$ cat config.mk
export PLATFORM = sky130hd
export DESIGN_NAME = control_unit
export DESIGN_NICKNAME = d
export VERILOG_FILES = /design/src/rtl/control_unit.sv
export SDC_FILE = /design/constraint.sdc
export NUM_CORES = 1
export LEC_CHECK = 0
export ABC_AREA = 1
export CORE_AREA = 10 10 56 103
export CTS_CLUSTER_DIAMETER = 200
export DETAILED_ROUTE_END_ITERATION = 6
export DIE_AREA = 0 0 66 113
export GPL_TIMING_DRIVEN = 0
export PLACE_DENSITY = 0.76
export SYNTH_ARGS = -nofsm -noshare
export SYNTH_HDL_FRONTEND = slang
export SYNTH_SLANG_ARGS = --single-unit
$ cat constraint.sdc
create_clock -name clk -period 1.8 [get_ports clk]
set_clock_uncertainty 0.05 [all_clocks]
set_input_delay 0.36 -clock clk [delete_from_list [all_inputs] [get_ports clk]]
set_output_delay 0.36 -clock clk [all_outputs]
set_load 0.05 [all_outputs]
$ cat src/rtl/control_unit.sv
// control_unit: hardwired Mini SRC sequencer, fetch plus per-opcode execute steps.
module control_unit #(
  parameter int DIV_CYCLES = 32
) (
  input  logic        clk,
  input  logic        clr,
  input  logic [31:0] IR_contents,
  input  logic        CON_output,
  output logic        Gra,
  output logic        Grb,
  output logic        Grc,
  output logic        Rin,
  output logic        R_out,
  output logic        BAout,
  output logic        MDR_rd,
  output logic        MAR_rd,
  output logic        HI_rd,
  output logic        LO_rd,
  output logic        Z_rd,
  output logic        PC_rd,
  output logic        Out_rd,
  output logic        Y_rd,
  output logic        IR_rd,
  output logic        CONin,
  output logic        R15_rd,
  output logic        MDR_out,
  output logic        HI_out,
  output logic        LO_out,
  output logic        Zhi_out,
  output logic        Zlo_out,
  output logic        PC_out,
  output logic        Inport_out,
  output logic        C_out,
  output logic        IncPC,
  output logic        Read,
  output logic        Write,
  output logic        reset_div,
  output logic [12:0] op_sel,
  output logic        run
);
  localparam logic [3:0] S_RESET = 4'd0, S_T0 = 4'd1, S_T1 = 4'd2, S_T2 = 4'd3,
                         S_T3 = 4'd4, S_T4 = 4'd5, S_T5 = 4'd6, S_T6 = 4'd7,
                         S_T7 = 4'd8, S_DIV = 4'd9, S_HALT = 4'd10;
  localparam int CW = $clog2(DIV_CYCLES + 1);
  logic [3:0] state_q, state_d;
  logic [CW-1:0] cnt_q, cnt_d;
  logic [4:0] op;
  logic [3:0] alu_idx;
  logic [12:0] alu_sel;
  logic is_alu, is_imm, is_ld, is_ldi, is_st, is_mul, is_div, is_neg, is_not;
  logic is_br, is_jr, is_jal, is_in, is_out, is_mfhi, is_mflo, is_halt, is_multi;
  logic div_last, unused_ir;
  assign op        = IR_contents[31:27];
  assign unused_ir = ^IR_contents[26:0];
  assign is_alu  = op >= 5'd3 && op <= 5'd10;
  assign is_imm  = op >= 5'd11 && op <= 5'd13;
  assign is_ld   = op == 5'd0;
  assign is_ldi  = op == 5'd1;
  assign is_st   = op == 5'd2;
  assign is_mul  = op == 5'd14;
  assign is_div  = op == 5'd15;
  assign is_neg  = op == 5'd16;
  assign is_not  = op == 5'd17;
  assign is_br   = op == 5'd18;
  assign is_jr   = op == 5'd19;
  assign is_jal  = op == 5'd20;
  assign is_in   = op == 5'd21;
  assign is_out  = op == 5'd22;
  assign is_mfhi = op == 5'd23;
  assign is_mflo = op == 5'd24;
  assign is_halt = op == 5'd26;
  assign is_multi = is_alu | is_imm | is_ld | is_ldi | is_st | is_mul | is_div |
                    is_neg | is_not | is_br | is_jal;
  // ld/ldi/st/branch fall through to index 0, which is the add the address math needs
  assign alu_idx = is_alu ? 4'(op - 5'd3) : op == 5'd12 ? 4'd2 : op == 5'd13 ? 4'd3 :
                   is_mul ? 4'd8 : is_div ? 4'd9 : is_neg ? 4'd10 : is_not ? 4'd11 : 4'd0;
  assign alu_sel  = 13'd1 << alu_idx;
  assign div_last = cnt_q == CW'(DIV_CYCLES - 1);
  assign run      = state_q != S_RESET && state_q != S_HALT;
  always_ff @(posedge clk) begin
    if (clr) begin
      state_q <= S_RESET;
      cnt_q   <= '0;
    end else begin
      state_q <= state_d;
      cnt_q   <= cnt_d;
    end
  end
  always_comb begin
    state_d = state_q;
    cnt_d   = '0;
    case (state_q)
      S_RESET: state_d = S_T0;
      S_T0:    state_d = S_T1;
      S_T1:    state_d = S_T2;
      S_T2:    state_d = S_T3;
      S_T3:    state_d = is_halt ? S_HALT : is_multi ? S_T4 : S_T0;
      S_T4:    state_d = (is_neg | is_not | is_jal) ? S_T0 : is_div ? S_DIV : S_T5;
      S_DIV: begin
        state_d = div_last ? S_T5 : S_DIV;
        cnt_d   = cnt_q + 1'b1;
      end
      S_T5:    state_d = (is_ld | is_st | is_mul | is_div | is_br) ? S_T6 : S_T0;
      S_T6:    state_d = (is_ld | is_st) ? S_T7 : S_T0;
      S_T7:    state_d = S_T0;
      S_HALT:  state_d = S_HALT;
      default: state_d = S_RESET;
    endcase
  end
  always_comb begin
    {Gra, Grb, Grc, Rin, R_out, BAout} = '0;
    {MDR_rd, MAR_rd, HI_rd, LO_rd, Z_rd, PC_rd, Out_rd, Y_rd, IR_rd, CONin, R15_rd} = '0;
    {MDR_out, HI_out, LO_out, Zhi_out, Zlo_out, PC_out, Inport_out, C_out} = '0;
    {IncPC, Read, Write, reset_div} = '0;
    op_sel = '0;
    case (state_q)
      S_T0: {PC_out, MAR_rd, IncPC} = '1;
      S_T1: {Read, MDR_rd} = '1;
      S_T2: {MDR_out, IR_rd} = '1;
      S_T3: begin
        if (is_alu | is_imm) {Grb, R_out, Y_rd} = '1;
        if (is_ld | is_ldi | is_st) {Grb, BAout, R_out, Y_rd} = '1;
        if (is_mul | is_div) {Gra, R_out, Y_rd} = '1;
        if (is_neg | is_not) begin
          {Grb, R_out, Z_rd} = '1;
          op_sel = alu_sel;
        end
        if (is_br) {Gra, R_out, CONin} = '1;
        if (is_jr) {Gra, R_out, PC_rd} = '1;
        if (is_jal) {PC_out, R15_rd} = '1;
        if (is_in) {Inport_out, Gra, Rin} = '1;
        if (is_out) {Gra, R_out, Out_rd} = '1;
        if (is_mfhi) {HI_out, Gra, Rin} = '1;
        if (is_mflo) {LO_out, Gra, Rin} = '1;
      end
      S_T4: begin
        if (is_alu) {Grc, R_out, Z_rd} = '1;
        if (is_imm | is_ld | is_ldi | is_st) {C_out, Z_rd} = '1;
        if (is_mul) {Grb, R_out, Z_rd} = '1;
        if (is_div) {Grb, R_out, reset_div} = '1;
        if (is_alu | is_imm | is_ld | is_ldi | is_st | is_mul | is_div) op_sel = alu_sel;
        if (is_neg | is_not) {Zlo_out, Gra, Rin} = '1;
        if (is_br) {PC_out, Y_rd} = '1;
        if (is_jal) {Gra, R_out, PC_rd} = '1;
      end
      S_DIV: begin
        {Grb, R_out} = '1;
        Z_rd   = div_last;
        op_sel = alu_sel;
      end
      S_T5: begin
        if (is_alu | is_imm | is_ldi) {Zlo_out, Gra, Rin} = '1;
        if (is_ld | is_st) {Zlo_out, MAR_rd} = '1;
        if (is_mul | is_div) {Zlo_out, LO_rd} = '1;
        if (is_br) begin
          {C_out, Z_rd} = '1;
          op_sel = alu_sel;
        end
      end
      S_T6: begin
        if (is_ld) {Read, MDR_rd} = '1;
        if (is_st) {Gra, R_out, MDR_rd} = '1;
        if (is_mul | is_div) {Zhi_out, HI_rd} = '1;
        if (is_br && CON_output) {Zlo_out, PC_rd} = '1;
      end
      S_T7: begin
        if (is_ld) {MDR_out, Gra, Rin} = '1;
        if (is_st) Write = 1'b1;
      end
      default: ;
    endcase
  end
endmodule

After elaboration in Yosys (flattened, before gate mapping)
Index checks and enable logic that the tools add are counted.
Widths: inputs -> output; s select.
- register bits: 10
- input port bits: 35
- output and inout bits: 43
- logic and storage cells: 162
- add/sub/neg operators: 2
- magnitude comparators: 4
- equality and inequality tests: 28
- shifts and indexed selects: 1
- mux-type cells: 92
- bitwise operators: 24
- reduce and logical (&&, ||, !) cells: 9
- operators by type and width (cell ; number):
    $mux 1 ; 59
    $pmux 13 s4 ; 1
    $eq 5x5->1 const B ; 10
    $mux 4 ; 12
    $pmux 4 s10 ; 1
    $mux 13 ; 3
    $or 1x1->1 ; 23
    $eq 5x4->1 const B ; 4
    $eq 4x3->1 const B ; 4
    $shl 1x4->13 const A ; 1
    $eq 4x4->1 const B ; 3
    $pmux 1 s2 ; 6
    $pmux 1 s3 ; 4
    $pmux 1 s4 ; 3
    $le 5x4->1 const B ; 2
    $eq 4x2->1 const B ; 2
    $add 6x1->6 const B ; 1
    $eq 6x5->1 const B ; 1
    $mux 3 ; 2
    $eq 5x1->1 const B ; 1
    $eq 5x2->1 const B ; 1
    $ge 5x2->1 const B ; 1
    $ge 5x4->1 const B ; 1
    $logic_not 5->1 ; 1
    other kinds (9) ; 13

Longest topological paths before layout
- depth after elaboration: 15
- mapped depth: 12
- gate-level depth less buffers: 12

Worst setup path after synthesis
OpenSTA, ideal clock, no wires.
- path kind: input to output
- start point: input IR_contents[27]
- end point: output Gra
- arrival time: 2.548 ns
- data required time: 1.390 ns
- path slack: -1.158 ns
- cell stages on the path: 6
- cell sequence: inv_1 ha_1 nand2_1 nor3_1 nor4_1 nand3b_1
- cells in the longest elaborated chain, start to end: 10
- RTL lines (element ; RTL line ; text):
    start: declaration ; 7 ; input logic [31:0] IR_contents,
    $eq 5x4->1, on equally long branches ; 60, 61 ;
    $or 1x1->1 ; 123 ; if (is_mul | is_div) {Gra, R_out, Y_rd} = '1;
    $mux 1 ; 123 ;
    $mux 1 ; 128 ; if (is_br) {Gra, R_out, CONin} = '1;
    $mux 1 ; 129 ; if (is_jr) {Gra, R_out, PC_rd} = '1;
    $mux 1 ; 131 ; if (is_in) {Inport_out, Gra, Rin} = '1;
    $mux 1 ; 132 ; if (is_out) {Gra, R_out, Out_rd} = '1;
    $mux 1 ; 133 ; if (is_mfhi) {HI_out, Gra, Rin} = '1;
    $mux 1 ; 134 ; if (is_mflo) {LO_out, Gra, Rin} = '1;
    $pmux 1 s5 (*) ; 116 ; case (state_q)
    end: declaration ; 9 ; output logic Gra,
Every way passes the cells marked *; elsewhere a longest branch is shown, timed or not.

Worst setup path in the final report
- start point: input IR_contents[27]
- end point: output op_sel[11]
- cells in the longest elaborated chain, start to end: 11
- RTL lines (element ; RTL line ; text):
    branches (longest 10 deep; another with $ge 5x2->1) ; - ;
    $pmux 13 s4 (*) ; 116 ;
    end: declaration ; 38 ; output logic [12:0] op_sel,
Every way passes the cells marked *.

==> metrics.txt <==
run status=finished with violations; failing checks=negative setup slack; vias in the first global route=2,255; antenna diode count=0; final setup margin=-0.6179 ns; first-pass detailed-route iteration total=4; vias per cell=5.387; multi-input logic area=1898 sq um; Core Area=4088 sq um; hold depth=1; Worst Path Required=1.39 ns; gpl congestion=0.9239; Max IR drop VDD=0.4480 mV; reg2reg end=cnt_q[5]; CP startpoint=IR_contents[27]; max_cap viols=0; crit path time final=2.418 ns; FF+latch count, synth=10; most frequent cells in the layout=39 x nand2_1, 38 x nor2_4, 33 x buf_6, 33 x buf_4, 25 x nand2_2; worst hold path type=reg -> reg; Seq/Total Area, Yosys=13.93%; Layout Cells excl Fill=413; Critical Setup Path Class=in -> out; Hold WS=0.3994 ns; Area Overhead vs Synth=135.2%; Final Hold Fails=0; Congestion Overflow GR=0; Setup-failing EPs final=33; Net Count, Synth=308; # IOs=78; Pleak=1.471 nW; Simple-Gate Fraction of Synth Area=59.09%; post-DR wirelength/cell=17.59 microns; share of layout cells above drive strength 1=68.70%; dpl hpwl=4644 microns; die height=113 microns; final design utilization=82.71%; min-delay src=cnt_q[0]; first-pass GRT wire length=10,850 microns; gr usage total=17.50%; Die Footprint=7458 sq um; Residual DRC=0; synthesized area per cell=5.364 sq um; vias=2,225; crit path launch type=primary input; Initial Utilization=35.17%; crit-path max FO=5; Mapped Area=1438 sq um; Placed Cells=369; Final period util=134.3%; Compound-Gate Fraction of Synth Area=10.79%; Synth Instances=268; later-pin clock latency in the skew report=0.22 ns; Starting DRT DRC Count=74; Reg2Reg Depth=9; storage element area=212.7 sq um; largest net degree at the start of global routing=9; crit path capture type=primary output; fmax=413.6 MHz; CTS max path bufs=2; final-report max-slew violation count=0; Routed Antenna Nets=0; Arr. time, crit path=2.01 ns; Clock transition at path regs=0.04 ns; synthesized-area fraction occupied by adder cells=4.352%; Clock Root Buffer=clkbuf_8; Slew @ Worst Pin=0.3283 ns; initial antenna violation count=0; CTS tree=done; FF-to-FF setup slack=0.12 ns; CTS H-tree lvls=1; clock buffer count from CTS=3; Fill cells=220; Slew HR=77.88%; Final Net Count=403; Die X=66 microns; RSZ-0062 raised after global routing=yes; commonest non-fill, non-tap cell in the layout=nand2_1; Yosys cell types=29; XOR/XNOR Fraction of Synth Area=0.6092%; PortBufs=49; Hold EP=cnt_q[0]; YS warnings=0; Pwr Density=335.5 nW/um^2; Final Cell Area=3381 sq um; Detailed Route WL=7264 microns; reg2reg start=state_q[0]; Num Clock Sinks=10; largest family of logic cells by synthesized area=simple AND/OR/NAND/NOR gates; Post-DP Area=2484 sq um; FP Rows=33; mux cell area share after synthesis=0%
## cells in the mapped netlist
cell / n / area [sq um]
a211oi_1: 1 / 7.510
a21oi_1: 9 / 45.04
a41oi_1: 2 / 17.52
buf_4: 1 / 7.510
buf_6: 1 / 11.26
clkbuf_1: 1 / 3.750
dfxtp_1: 10 / 200.2
ha_1: 5 / 62.56
inv_1: 32 / 120.1
inv_2: 5 / 18.77
nand2_1: 71 / 266.5
nand2_2: 8 / 50.05
nand2_4: 3 / 33.78
nand3_1: 19 / 95.09
nand3_2: 4 / 40.04
nand3b_1: 1 / 7.510
nand4_1: 5 / 31.28
nor2_1: 56 / 210.2
nor2_2: 5 / 31.28
nor2_4: 3 / 33.78
nor3_1: 6 / 30.03
nor3b_1: 1 / 7.510
nor4_1: 1 / 6.260
o211ai_1: 1 / 7.510
o21ai_0: 13 / 65.06
o21ai_1: 1 / 5.000
o21bai_1: 1 / 7.510
or2_1: 1 / 6.260
xor2_1: 1 / 8.760
## what timing repair did
action                                  4_1_cts  5_1_grt
setup buffers                                26       18
hold buffers                                  0        0
endpoints found under the setup margin       47       48
resized for setup                           395       67
pin swaps                                    47       35
## final cells by class
class                           instances  share of cell area [%]
Buffer                                  2                  0.6662
Tap cell                               52                   1.925
Timing Repair Buffer                   91                   28.68
Multi-Input combinational cell        218                   56.14
Clock buffer                            3                   1.221
Inverter                               37                   5.070
Sequential cell                        10                   6.292
## stage by stage
step | setup WS, ns | power, mW | TNS [ns]
global placement | -1.854 | 0.7346 | -60.37
detailed placement | -1.851 | 0.7404 | -60.95
finish | -0.6179 | 1.134 | -12.38
global route | -0.6933 | 1.188 | -14.55
floorplan | -0.3549 | 0.6154 | -5.301
CTS | -0.5492 | 1.061 | -9.837
## registers in the layout (all words and copies together) (netlist names)
signal / count
cnt_q: 6
state_q: 4
## critical path, cell delays in order
cell and delay (ns):
buf_8 0.09, clkinvlp_4 0.14, ha_4 0.22, nand2_4 0.07, buf_6 0.10, nand4_1 0.14, nand2_1 0.09, nand2_1 0.06
nand2_2 0.08, nand2_2 0.08, nand2_4 0.16, nand3_4 0.12, nor2_4 0.14, buf_8 0.15
## cells by family (layout without fill, tap and decap cells)
logic type	Yosys count	in the layout
AO/OA/AOI/OAI	28	28
XOR/XNOR	1	1
adder cells (fa/ha/maj)	5	5
buffers and inverters	40	133
flip-flops	10	10
AND/OR/NAND/NOR	184	184
## layer usage
| layer | GRT usage, % | share of wire (%) |
|---|---|---|
| met4 | 8.017 | 5.9 |
| met5 | 0 | 0 |
| met3 | 2.174 | 5.1 |
| met1 | 16.65 | 31 |
| met2 | 34.44 | 58 |
## how the worst max path moves through the flow
stage                 end  slack (ns)  depth (start not counted)
2_1_floorplan         Gra       -0.35                         10
3_3_place_gp    op_sel[4]       -1.85                         11
3_5_place_dp    op_sel[4]       -1.85                         11
4_1_cts         op_sel[5]       -0.55                         13
5_1_grt        op_sel[11]       -0.69                         12
6_report       op_sel[11]       -0.62                         14
## power breakdown
part           internal, mW  switching (mW)
registers             0.230          0.0182
logic                 0.244           0.429
clock network         0.145          0.0675
(Power assumes the default switching activity.)
